### src/rtl/bnn_inference_scheduler.sv
// bnn_inference_scheduler
//
// Top-level sequencer for the bit-serial MNIST BNN pipeline. It walks the
// phases pixel/weight load -> layer one -> layer two -> final layer. It
// publishes the registered 3-bit phase code that the register file and
// layer blocks decode.
//
// It also provides:
//   - start/abort control,
//   - a per-phase watchdog on the three compute phases,
//   - result latching with a valid/ack handshake,
//   - a wrapping count of completed inferences.
//
// Result handshake: result_valid rises in the cycle the FSM enters DONE,
// with answer updated in the same cycle. It stays high until the consumer
// holds result_ack=1 in some cycle; result_valid is then low from the next
// cycle. An ack while result_valid=0 has no effect. Entering LOAD for a new
// inference also drops result_valid. answer itself is held until the next
// DONE.
//
// Ports:
//   clk           system clock, rising edge
//   rst_n         asynchronous active-low reset
//   start         level, launches load+inference from IDLE
//   abort         level, forces IDLE from any other state
//   load_done     serial load of pixels/weights finished
//   layer_1_done  layer one finished
//   layer_2_done  layer two finished
//   layer_3_done  final layer finished
//   answer_in     final-layer class index, sampled with layer_3_done
//   result_ack    consumer accepts the latched result
//   err_clear     leave the ERR state
//   state         registered phase code:
//                 0 IDLE, 1 LOAD, 2 L1, 3 L2, 4 L3, 5 DONE, 6 ERR
//   busy          high in LOAD/L1/L2/L3
//   result_valid  latched answer is valid
//   answer        latched class index
//   err           high in ERR
//   err_phase     compute phase that timed out (1..3), 0 when none
//   inf_count     completed inferences, wraps
module bnn_inference_scheduler #(
    parameter int TIMEOUT_CYCLES = 4096,
    parameter int CNT_W          = 13,
    parameter int INF_CNT_W      = 8
) (
    input  logic                 clk,
    input  logic                 rst_n,
    input  logic                 start,
    input  logic                 abort,
    input  logic                 load_done,
    input  logic                 layer_1_done,
    input  logic                 layer_2_done,
    input  logic                 layer_3_done,
    input  logic [3:0]           answer_in,
    input  logic                 result_ack,
    input  logic                 err_clear,
    output logic [2:0]           state,
    output logic                 busy,
    output logic                 result_valid,
    output logic [3:0]           answer,
    output logic                 err,
    output logic [1:0]           err_phase,
    output logic [INF_CNT_W-1:0] inf_count
);

    typedef enum logic [2:0] {
        S_IDLE = 3'd0,
        S_LOAD = 3'd1,
        S_L1   = 3'd2,
        S_L2   = 3'd3,
        S_L3   = 3'd4,
        S_DONE = 3'd5,
        S_ERR  = 3'd6
    } state_t;

    state_t         state_q;
    state_t         state_d;
    logic [CNT_W-1:0] wd_q;
    logic           timeout;
    logic           compute;
    logic [1:0]     phase_idx;
    logic           state_change;

    // The watchdog counts from 0 on phase entry, so the compare value is
    // reached in the TIMEOUT_CYCLES-th cycle spent in the phase.
    assign timeout      = (wd_q == CNT_W'(TIMEOUT_CYCLES - 1));
    assign compute      = (state_q == S_L1) || (state_q == S_L2) || (state_q == S_L3);
    assign state_change = (state_d != state_q);

    always_comb begin
        phase_idx = 2'd0;
        case (state_q)
            S_L1:    phase_idx = 2'd1;
            S_L2:    phase_idx = 2'd2;
            S_L3:    phase_idx = 2'd3;
            default: phase_idx = 2'd0;
        endcase
    end

    // Next-state logic. Within a compute phase the matching done strobe is
    // checked before the timeout, so a done in the final cycle still
    // advances. abort is applied last and overrides every other transition.
    always_comb begin
        state_d = state_q;
        case (state_q)
            S_IDLE: if (start && !abort) state_d = S_LOAD;
            S_LOAD: if (load_done)       state_d = S_L1;
            S_L1: begin
                if (layer_1_done)        state_d = S_L2;
                else if (timeout)        state_d = S_ERR;
            end
            S_L2: begin
                if (layer_2_done)        state_d = S_L3;
                else if (timeout)        state_d = S_ERR;
            end
            S_L3: begin
                if (layer_3_done)        state_d = S_DONE;
                else if (timeout)        state_d = S_ERR;
            end
            S_DONE:                      state_d = S_IDLE;
            S_ERR:  if (err_clear)       state_d = S_IDLE;
            default:                     state_d = S_IDLE;
        endcase
        if (abort && (state_q != S_IDLE)) state_d = S_IDLE;
    end

    always_ff @(posedge clk or negedge rst_n) begin
        if (!rst_n) begin
            state_q <= S_IDLE;
        end else begin
            state_q <= state_d;
        end
    end

    // Watchdog: zeroed on every state change, counts only in compute phases.
    always_ff @(posedge clk or negedge rst_n) begin
        if (!rst_n) begin
            wd_q <= '0;
        end else if (state_change) begin
            wd_q <= '0;
        end else if (compute) begin
            wd_q <= wd_q + CNT_W'(1);
        end
    end

    // err_phase records which compute phase timed out. It is cleared on any
    // exit from ERR, whether by err_clear or by abort.
    always_ff @(posedge clk or negedge rst_n) begin
        if (!rst_n) begin
            err_phase <= 2'd0;
        end else if ((state_d == S_ERR) && (state_q != S_ERR)) begin
            err_phase <= phase_idx;
        end else if ((state_q == S_ERR) && (state_d != S_ERR)) begin
            err_phase <= 2'd0;
        end
    end

    // Result latch and inference counter. A new result takes precedence
    // over a same-cycle ack.
    always_ff @(posedge clk or negedge rst_n) begin
        if (!rst_n) begin
            result_valid <= 1'b0;
            answer       <= 4'd0;
            inf_count    <= '0;
        end else if ((state_d == S_DONE) && (state_q != S_DONE)) begin
            result_valid <= 1'b1;
            answer       <= answer_in;
            inf_count    <= inf_count + INF_CNT_W'(1);
        end else if ((state_d == S_LOAD) && (state_q != S_LOAD)) begin
            result_valid <= 1'b0;
        end else if (result_ack) begin
            result_valid <= 1'b0;
        end
    end

    assign state = state_q;
    assign busy  = (state_q == S_LOAD) || compute;
    assign err   = (state_q == S_ERR);

endmodule
### config.mk
export PLATFORM = sky130hd
export DESIGN_NAME = bnn_inference_scheduler
export DESIGN_NICKNAME = d
export VERILOG_FILES = /design/src/rtl/bnn_inference_scheduler.sv
export SDC_FILE = /design/constraint.sdc
export NUM_CORES = 1
export LEC_CHECK = 0
export BUFFER_PORTS_ARGS = -buffer_cell sky130_fd_sc_hd__buf_2
export CAP_MARGIN = 40
export CORE_MARGIN = 2
export CORE_UTILIZATION = 55
export DETAILED_ROUTE_END_ITERATION = 10
export PLACE_DENSITY_LB_ADDON = 0.12
export SLEW_MARGIN = 0
export SYNTH_ARGS = -nofsm -noshare
export SYNTH_HDL_FRONTEND = slang
export SYNTH_SLANG_ARGS = --single-unit
### constraint.sdc
create_clock -name clk -period 6.8 [get_ports clk]
set_clock_uncertainty 0.15 [all_clocks]
set_input_delay 1.36 -clock clk [delete_from_list [all_inputs] [get_ports clk]]
set_output_delay 1.36 -clock clk [all_outputs]
set_load 0.02 [all_outputs]
# == Word level (Yosys, flattened, before mapping) ==
# Index checks and enable logic that the tools add are counted.
# classes
reduce_logical,15
n_eq_ne,14
n_mux,17
n_addsub,2
# ops
cell,count
$mux 13,2
$mux 3,8
$pmux 3 s6,1
$add 13x1->13 const B,1
$eq 13x12->1 const B,1
$eq 3x3->1 const B,4
$ne 3x3->1 const B,3
$add 8x1->8 const B,1
$eq 3x1->1 const B,2
$eq 3x2->1 const B,2
$logic_and 1x1->1,6
$pmux 2 s3,1
$reduce_bool 3->1,2
$mux 2,2
$reduce_bool 2->1,2
$logic_not 3->1,1
$logic_or 1x1->1,3
$mux 1,3
$ne 3x1->1 const B,1
$ne 3x3->1,1
$logic_not 1->1,1
# totals
in_bits,14
reg_bits,31
output_inout_bits,20
elab_cells,54

# == Logic depth before layout (Yosys ltp) ==
# Gate-level depths: netlist (run 1).
# depth
word_depth,9
ltp_mapped,11
ltp_nobuf,11

# == Least setup slack after synthesis (run 1) ==
# No wires, ideal clock.
# synth_path
path_kind,input port to flip-flop
start,input layer_2_done
end,register inf_count[1]
stages,6
setup_slack_ns,3.687
arrival_ns,2.836
t_required_ns,6.522
cell_sequence,nor4bb_1 -> a211oi_1 -> o21a_1 -> or3_4 -> buf_2 -> mux2_1
# synth_via
elab_chain_cells,5
# synth_lines
element,line_no,source
from (decl),52,"input logic layer_2_done,"
$mux 3,113,if (layer_2_done) state_d = S_L3;
$pmux 3 s6,105,case (state_q)
$mux 3,124,if (abort && (state_q != S_IDLE)) state_d = S_IDLE;
$eq 3x3->1,165,end else if ((state_d == S_DONE) && (state_q != S_DONE)) begin
$logic_and 1x1->1,165,
to (signal assigned),168,inf_count <= inf_count + INF_CNT_W'(1);
to (decl),63,output logic [INF_CNT_W-1:0] inf_count
# Every way passes these cells.
# A chain may end at the register's enable or synchronous reset.

# == Worst setup path in the final report (run 1) ==
# layout_path
start,register state_q[0] (netlist: state[0])
end,output busy
# layout_via
elab_chain_cells,4
word_cells_on_any_way,7
# layout_lines
element,line_no,source
from (decl),76,state_t state_q;
from (signal assigned),131,state_q <= state_d;
$eq 3x2->1,87,assign compute = (state_q == S_L1) || (state_q == S_L2) || (state_q == S_L3);
$logic_or 1x1->1 (2 in series),87,
$logic_or 1x1->1 (*),177,assign busy = (state_q == S_LOAD) || compute;
to (decl),58,"output logic busy,"
# Every way passes the cells marked *; elsewhere a longest branch is shown, timed or not.

==> flow_metrics.env, run 1 <==
export IMPL_status="completed"
export IMPL_antenna_left=0
export IMPL_start_util_pct=58.4
export IMPL_synth_area_top_cells="dfrtp_1 43%, a21oi_2 4.8%, xnor2_1 4.8%"
export IMPL_drive_gt1_share_pct=27.9
export IMPL_grt_pass1_vias=1380
export IMPL_place_hpwl_mm=2.73
export IMPL_fillCellCount=270
export IMPL_synth_distinct_cells=46
export IMPL_yosysMostFrequentCell="dfrtp_1"
export IMPL_dieArea_sq_um=3770
export IMPL_drv_cap=0
export IMPL_yosysTopAreaCell="dfrtp_1"
export IMPL_worst_pin_slew_ns=0.673
export IMPL_final_setup_viol_count=0
export IMPL_synth_top_cell_area_share_pct=42.8
export IMPL_post_cts_buffers=0
export IMPL_gp_congestion=0.875
export IMPL_drt_initial_drc_count=146
export IMPL_routedWlPerCell_um=13.9
export IMPL_grt_max_degree=32
export IMPL_cts_root_buffer="clkbuf_4"
export IMPL_min_period_ns=3.12
export IMPL_hp_class="reg2reg"
export IMPL_numCtsBuffers=5
export IMPL_drv_slew=0
export IMPL_core_area_sq_um=3100
export IMPL_finalWirelength_mm=3.66
export IMPL_p_per_area_nw_per_um2=312
export IMPL_static_leakage_power_nw=0.983
export IMPL_antenna_found_initial=0
export IMPL_area_growth_pct=15.4
export IMPL_ys_top_cells_by_count="31 x dfrtp_1, 19 x nand2_1, 16 x nor2_1"
export IMPL_irDropWorstVdd_v=0.000206
export IMPL_synth_seq_cells=31
export IMPL_final_util_pct=67.4
export IMPL_cp_max_fo=14
export IMPL_tritoncts="done"
export IMPL_die_w_um=61.4
export IMPL_required_ns=5.29
export IMPL_cts_htree_levels=2
export IMPL_crit_type="reg2out"
export IMPL_arrival_ns=1.61
export IMPL_startpoint_type="flip-flop"
export IMPL_drc=0
export IMPL_clockBufferDepth=2
export IMPL_rows=20
export IMPL_portBuffers=33
export IMPL_grt_ovfl_total=0
export IMPL_setup_tns_ns=0
export IMPL_layout_nets=235
export IMPL_grtUsageTotal_pct=22.7
export IMPL_rsz0062_at_grt="false"
export IMPL_clock_latency_ns=0.34
export IMPL_synth_warnings=0
export IMPL_vias=1473
export IMPL_avgSynthCellArea_sq_um=9.85
export IMPL_die_y_um=61.4
export IMPL_holdBufCountCts=0
export IMPL_ios=34
export IMPL_clkSinkCount=31
export IMPL_first_pass_iters=4
export IMPL_viasPerCell=5.60
export IMPL_antenna_diode_count=0
export IMPL_synth_ff_type="dfrtp_1"
export IMPL_synth_cells=184
export IMPL_grt_pass1_wl_mm=6.16
export IMPL_end_kind="output port"
export IMPL_fin_crit_sh_pct=45.9
export IMPL_hold_viol=0
export IMPL_max_freq_mhz=321
export IMPL_ys_seq_area_share_pct=42.8
export IMPL_synth_edff_count=0
export IMPL_syn_area_sq_um=1810
export IMPL_maxSlewHeadroom_pct=55.2
export IMPL_ys_async_sr_fraction_pct=100
export IMPL_synthesis_nets=201
export IMPL_cts_resized=0
export IMPL_clkTransAtPathRegs_ns=0.10
==> critical path, stage by stage, from the launching register on <==
cell	delay (ns)
dfrtp_1	0.54
nor2_1	0.39
xnor2_1	0.16
buf_2	0.18
==> metrics by stage <==
step           cell area (sq um)  cells  setup WS [ns]  power, W  hold WS [ns]
2_1_floorplan               1810    184           3.69  0.000430         0.365
3_3_place_gp                2010    255           3.55  0.000493         0.303
3_5_place_dp                2010    255           3.50  0.000504         0.304
4_1_cts                     2090    263           3.69  0.000656         0.321
5_1_grt                     2090    263           3.55  0.000701         0.367
6_report                    2090    263           3.68  0.000652         0.319
==> flip-flops by register name, summed over array words and instances (netlist names) <==
register / flops
result_valid: 1
err_phase: 2
inf_count: 8
wd_q: 13
state: 3
answer: 4
==> layer usage <==
layer	track usage [%]	wire [um]
met4	9.12	53
met2	37.4	1830
met1	28.5	1530
met5	0	0
met3	6.09	240
==> layout by cell type (no fill, tap or decap), drive strengths merged, types with 2 or more instances in the layout <==
master / Yosys / routed
nor2b: 3 / 3
nand3: 6 / 6
clkbuf: 5 / 6
xnor2: 10 / 10
nand4: 5 / 5
nor4: 2 / 2
nand3b: 2 / 2
xor2: 10 / 10
mux2: 5 / 5
nand2: 19 / 19
nand2b: 2 / 2
or3: 4 / 4
nor4b: 2 / 2
a211oi: 2 / 2
inv: 6 / 6
o21ai: 6 / 6
a21oi: 17 / 17
ha: 3 / 3
nor3b: 3 / 3
buf: 2 / 34
nor4bb: 2 / 2
dfrtp: 31 / 31
nor3: 6 / 6
nor2: 16 / 16
==> cell families after synthesis <==
logic type | synth area share [%]
simple gates | 25.1
fa+ha+maj | 2.07
flops | 42.8
mux | 3.66
buf+inv | 3.17
xor+xnor | 9.66
compound gates | 13.5
==> where the power goes <==
| group | total [W] | switching, W | internal, W |
|---|---|---|---|
| Clock | 0.000151 | 0.0000645 | 0.0000868 |
| Combinational | 0.000252 | 0.000161 | 0.0000913 |
| Sequential | 0.000249 | 0.0000393 | 0.000209 |
==> final timing paths <==
path                           endpoint  cells past startpoint  slack (ns)    startpoint
min in group asynchronous  err_phase[1]                      1        0.89         rst_n
max in group asynchronous     answer[0]                      1        5.16         rst_n
hold / removal             inf_count[7]                      1        0.32  inf_count[7]
hold reg to reg            inf_count[7]                      1        0.32  inf_count[7]
setup / recovery                   busy                      3        3.68      state[0]
setup reg to reg                wd_q[2]                      7        4.03       wd_q[0]
==> area by class of cell <==
cell class	count	area, sq um	area share, %
clock buffers	6	51.3	2.45
well taps	44	55.1	2.63
clock inverters	2	35.0	1.67
repair buffers	34	173	8.25
inverters	6	22.5	1.08
flip-flops and latches	31	776	37.1
multi-input cells	140	980	46.8
(Power assumes the default switching activity.)
==> run 2: changes to the inputs <==
- ABC_AREA: default -> 1
- clock period: 6.8 -> 2.9 ns (I/O delays scaled with it)
==> run 2 against run 1 <==
- setup slack got worse by 3.1 ns
- count of clock-buffer cells in the layout up 2
- sequential share of layout area increased by 1.1 points
- die area is 2.4% lower
- via count increased by 5.4%
- worst hold slack got worse by 0.20 ns
- utilization is 0.82 points lower
- routed wire length down 8.1%
- area after synthesis shrank 2.6%
- critical path depth up 3
- largest power group unchanged
- highest routed layer unchanged
==> flow_metrics.env, run 2 <==
export IMPL_status="completed"
export IMPL_post_cts_buffers=0
export IMPL_worst_pin_slew_ns=0.680
export IMPL_grt_pass1_vias=1310
export IMPL_fillCellCount=297
export IMPL_p_per_area_nw_per_um2=764
export IMPL_synth_area_top_cells="dfrtp_1 44%, nand2_1 17%, xor2_1 5.0%"
export IMPL_portBuffers=33
export IMPL_maxSlewHeadroom_pct=54.7
export IMPL_synth_warnings=0
export IMPL_regArea_sq_um=776
export IMPL_routedWlPerCell_um=10.7
export IMPL_grt_pass1_wl_mm=5.66
export IMPL_fin_crit_sh_pct=79.8
export IMPL_area_growth_pct=15.1
export IMPL_die_w_um=60.7
export IMPL_gp_congestion=0.885
export IMPL_cts_resized=0
export IMPL_max_freq_mhz=432
export IMPL_syn_area_sq_um=1770
export IMPL_cp_max_fo=8
export IMPL_layout_commonest_cell="nand2_1"
export IMPL_viasPerCell=4.95
export IMPL_crit_slowest_cell="dfrtp_1"
export IMPL_largest_reg_flops=13
export IMPL_clkTransAtPathRegs_ns=0.11
export IMPL_drv_cap=0
export IMPL_setup_tns_ns=0
export IMPL_yosysTopAreaCell="dfrtp_1"
export IMPL_layout_nets=286
export IMPL_cts_root_buffer="clkbuf_4"
export IMPL_startpoint_type="flip-flop"
export IMPL_start_util_pct=57.9
export IMPL_yosysMostFrequentCell="nand2_1"
export IMPL_hold_viol=0
export IMPL_multi_input_area_sq_um=871
export IMPL_synth_ff_type="dfrtp_1"
export IMPL_clkSinkCount=31
export IMPL_ios=34
export IMPL_irDropWorstVdd_v=0.000457
export IMPL_largestRegisters="wd_q (13), inf_count (8), answer (4)"
export IMPL_drc=0
export IMPL_final_setup_viol_count=0
export IMPL_antenna_diode_count=0
export IMPL_cts_htree_levels=2
export IMPL_drt_initial_drc_count=57
export IMPL_dieArea_sq_um=3680
export IMPL_ys_top_cells_by_count="79 x nand2_1, 31 x dfrtp_1, 23 x inv_1"
export IMPL_grt_max_degree=32
export IMPL_ys_seq_area_share_pct=43.9
export IMPL_antenna_found_initial=0
export IMPL_top_register="wd_q"
export IMPL_avgSynthCellArea_sq_um=7.65
export IMPL_synth_top_cell_area_share_pct=43.9
export IMPL_rows=20
export IMPL_die_y_um=60.7
export IMPL_cpPeakStageDelay_ns=0.47
export IMPL_critPathMostFrequentCell="nand2_1"
export IMPL_clock_latency_ns=0.33
export IMPL_numCtsBuffers=5
export IMPL_drv_slew=0
export IMPL_end_kind="output port"
export IMPL_synth_distinct_cells=23
export IMPL_ys_async_sr_fraction_pct=100
export IMPL_min_period_ns=2.31
export IMPL_layout_setup_ws_ns=0.585
export IMPL_holdWs_ns=0.119
export IMPL_static_leakage_power_nw=1.08
export IMPL_worstRegToRegCells=13
export IMPL_core_area_sq_um=3050
export IMPL_crit_type="reg2out"
export IMPL_required_ns=2.17
export IMPL_rsz0062_at_grt="false"
export IMPL_synth_seq_cells=31
export IMPL_final_cell_mix="79 x nand2_1, 33 x buf_2, 31 x dfrtp_1, 23 x inv_1, 20 x nor2_1"
export IMPL_arrival_ns=1.58
export IMPL_finalWirelength_mm=3.36
export IMPL_tritoncts="done"
export IMPL_drive_gt1_share_pct=23.7
export IMPL_grtUsageTotal_pct=20.9
export IMPL_synth_edff_count=0
export IMPL_synth_cells=231
export IMPL_vias=1553
export IMPL_hp_class="in2async"
export IMPL_crit_chain="nor2_1 -> nand2_1 -> nand2_2 -> inv_1 -> nand2_1 -> buf_2"
export IMPL_grt_ovfl_total=0
export IMPL_place_ws_ns=0.740
export IMPL_reg2reg_slack_ns=0.71
export IMPL_holdBufCountCts=0
export IMPL_first_pass_iters=4
export IMPL_place_hpwl_mm=2.54
export IMPL_synthesis_nets=248
export IMPL_antenna_left=0
export IMPL_clockBufferDepth=2
## run 2: area by class of cell
cell class / count / share of cell area [%]
Multi-Input combinational cell: 172 / 42.8
Sequential cell: 31 / 38.2
Timing Repair Buffer: 33 / 8.12
Inverter: 26 / 4.80
Clock buffer: 8 / 3.38
Tap cell: 44 / 2.71
## run 2: layer usage
metal  GRT usage, %  up-vias  routed length [um]
met1           29.5      698                1630
met3           6.18        7                 188
met4           7.45        0                  47
li1               -      800                   -
met5              0        -                   0
met2           30.4       48                1490
## run 2: logic make-up (layout without fill, tap and decap cells)
logic type	after synthesis	in the layout	share of synthesized area (%)
DFF	31	31	43.9
buffers and inverters	28	67	6.80
and+or+nand+nor	139	139	34.3
AOI/OAI and AO/OA	14	14	4.82
xor gates and xnor gates	15	15	7.44
adders and majority gates	3	3	2.12
muxes	1	1	0.567
## run 2: power breakdown
group / leakage (nW) / switching (W) / total [W] / internal [W]
Combinational: 0.613 / 0.000482 / 0.000690 / 0.000208
Clock: 0.0386 / 0.000147 / 0.000290 / 0.000143
Sequential: 0.425 / 0.0000769 / 0.000574 / 0.000497
## run 2: worst paths after layout
path                                  from           end
min in group clk                result_ack  result_valid
worst max-delay path              state[0]          busy
worst min register to register   answer[1]     answer[1]
max in group asynchronous            rst_n  inf_count[3]
worst min-delay path                 rst_n  err_phase[0]
worst max register to register     wd_q[1]     answer[0]
## run 2: worst max-delay path: cells and delay by family (launching register included)
family                 cells  cell delay [ns]
DFF                        1             0.47
buffers and inverters      2             0.25
and+or+nand+nor            4             0.53
## run 2: through the flow
step / instance area [sq um] / utilization (%) / total power (W) / instances
6_report: 2030 / 66.6 / 0.00155 / 314
5_1_grt: 2030 / 66.6 / 0.00167 / 314
4_1_cts: 2030 / 66.6 / 0.00157 / 314
3_5_place_dp: 1960 / 64.3 / 0.00128 / 306
3_3_place_gp: 1960 / 64.3 / 0.00127 / 306
2_1_floorplan: 1770 / - / 0.00113 / 231
==> run 3: changes to the inputs <==
- CORE_UTILIZATION: 55 -> 49
- clock period: 2.9 -> 2.1 ns (I/O delays scaled with it)
==> run 3 against run 2 <==
- sequential power rose by 38%
- worst hold slack improved by 0.010 ns
- final area rose by 14%
- power rose by 60%
- combinational power rose by 93%
- via count rose by 4.6%
- global-route usage fell by 0.41 points
==> flow_metrics.env, run 3 (synthesized netlist as in run 2, its figures left out) <==
export IMPL_grt_ovfl_total=0
export IMPL_area_growth_pct=30.9
export IMPL_status="completed"
export IMPL_max_freq_mhz=482
export IMPL_worstReg2RegEnd="inf_count[3]"
export IMPL_min_path_cells=3
export IMPL_worst_pin_slew_ns=0.691
export IMPL_hp_start="answer_in[1]"
export IMPL_required_ns=1.53
export IMPL_arrival_ns=1.51
export IMPL_hp_class="in2reg"
export IMPL_grt_pass1_wl_mm=6.54
export IMPL_grtUsageTotal_pct=20.4
export IMPL_antenna_found_initial=0
export IMPL_rsz0062_at_grt="true"
export IMPL_ios=34
export IMPL_switching_share_pct=47.6
export IMPL_clkTransAtPathRegs_ns=0.09
export IMPL_vias=1625
export IMPL_intPower_w=0.00130
export IMPL_final_util_pct=68.2
export IMPL_start_util_pct=52.1
export IMPL_drv_slew=0
export IMPL_clockBufferDepth=2
export IMPL_core_area_sq_um=3390
export IMPL_tritoncts="done"
export IMPL_fillCellCount=276
export IMPL_maxSlewHeadroom_pct=53.9
export IMPL_final_setup_viol_count=0
export IMPL_top_register="wd_q"
export IMPL_largest_reg_flops=13
export IMPL_irDropWorstVdd_v=0.000662
export IMPL_routedWlPerCell_um=12.1
export IMPL_layout_nets=308
export IMPL_whs_endpoint="answer[1]"
export IMPL_cts_root_buffer="clkbuf_4"
export IMPL_static_leakage_power_nw=1.19
export IMPL_p_clk_share_pct=14.3
export IMPL_grt_max_degree=32
export IMPL_end_kind="output port"
export IMPL_holdWs_ns=0.129
export IMPL_dieArea_sq_um=4100
export IMPL_startpoint_type="flip-flop"
export IMPL_clkSinkCount=31
export IMPL_portBuffers=33
export IMPL_setup_tns_ns=0
export IMPL_p_switching_w=0.00118
export IMPL_hold_viol=0
export IMPL_gp_congestion=0.927
export IMPL_crit_type="reg2out"
export IMPL_finalWirelength_mm=4.06
export IMPL_antenna_diode_count=0
export IMPL_cp_max_fo=6
export IMPL_final_cell_mix="74 x nand2_1, 32 x buf_2, 28 x dfrtp_1, 20 x buf_4, 19 x inv_1"
export IMPL_grt_pass1_vias=1512
export IMPL_drive_gt1_share_pct=36.8
export IMPL_drc=0
export IMPL_p_per_area_nw_per_um2=1070
export IMPL_clock_latency_ns=0.33
export IMPL_cts_htree_levels=2
export IMPL_r2r_start="wd_q[1]"
export IMPL_die_w_um=64.0
export IMPL_antenna_left=0
export IMPL_min_period_ns=2.08
export IMPL_pwr_share_seq_pct=32.0
export IMPL_p_comb_share_pct=53.7
export IMPL_drt_initial_drc_count=85
export IMPL_place_hpwl_mm=2.75
export IMPL_rows=21
export IMPL_drv_cap=0
export IMPL_first_pass_iters=6
export IMPL_largestRegisters="wd_q (13), inf_count (8), answer (4)"
export IMPL_die_y_um=64.0
export IMPL_power_total_w=0.00248
export IMPL_viasPerCell=4.82
export IMPL_layout_commonest_cell="nand2_1"
export IMPL_worstRegToRegCells=13
export IMPL_fin_crit_sh_pct=98.8
export IMPL_numCtsBuffers=5
export IMPL_reg2reg_slack_ns=0.11
[run 3: changes by cell type in the layout (fill, tap and decap cells not counted), sizes merged]
cell	change
buf	+19
clkinv	+1
nand3	+1
clkbuf	-2
dlygate4sd3	+1
nand2	+1
[run 3: cell type report]
cell class	count	area (sq um)	area share (%)
repair buffers	53	320	13.9
multi-input cells	174	998	43.2
clock buffers	6	51.3	2.22
flip-flops and latches	31	779	33.7
well taps	46	57.6	2.49
clock inverters	1	5.00	0.216
inverters	26	100	4.33
[run 3: power by group through the flow]
stage	clock network [W]	logic, W	registers (W)
after floorplan	0	0.000672	0.000890
after CTS	0.000361	0.00111	0.000785
after detailed placement	0	0.00106	0.000793
after global placement	0	0.00106	0.000793
after global routing	0.000387	0.00146	0.000810
final	0.000355	0.00133	0.000793
[run 3: worst max-delay path, cell delays in order, from the launching register on]
cell and delay [ns]:
dfrtp_2 0.45, buf_4 0.15, nand2_4 0.08, nand2_2 0.05, buf_4 0.16, inv_2 0.07, nand2_1 0.06, buf_4 0.16
[run 3: metrics by stage]
step | instances | instance area (sq um) | worst slack [ns]
after detailed placement | 321 | 2070 | -0.0393
after CTS | 331 | 2170 | 0.0111
after global placement | 321 | 2070 | -0.0141
after floorplan | 231 | 1770 | 0.0635
after global routing | 337 | 2310 | -0.0439
final | 337 | 2310 | 0.0243
[run 3: worst max-delay path by stage]
stage	start	to	slack, ns	cells after the start
after detailed placement	wd_q[0]	inf_count[2]	-0.04	12
after global placement	wd_q[0]	inf_count[3]	-0.01	13
final	state[2]	busy	0.02	7
after floorplan	state[0]	err_phase[0]	0.06	13
after global routing	state[0]	answer[3]	-0.04	9
after CTS	state[0]	busy	0.01	7
[run 3: layer usage]
layer	wire length [um]	track usage (%)
met1	1870	27.8
met2	1980	31.5
met3	173	4.75
met4	41	8.15
met5	0	0
[run 3: what timing repair did]
action / in CTS / in global routing
hold buffers: 1 / 0
pin swaps: 0 / 12
cloned: 0 / 2
endpoints found under the hold margin: 4 / 0
endpoints found under the setup margin: 11 / 27
setup buffers: 2 / 4
resized for setup: 9 / 28
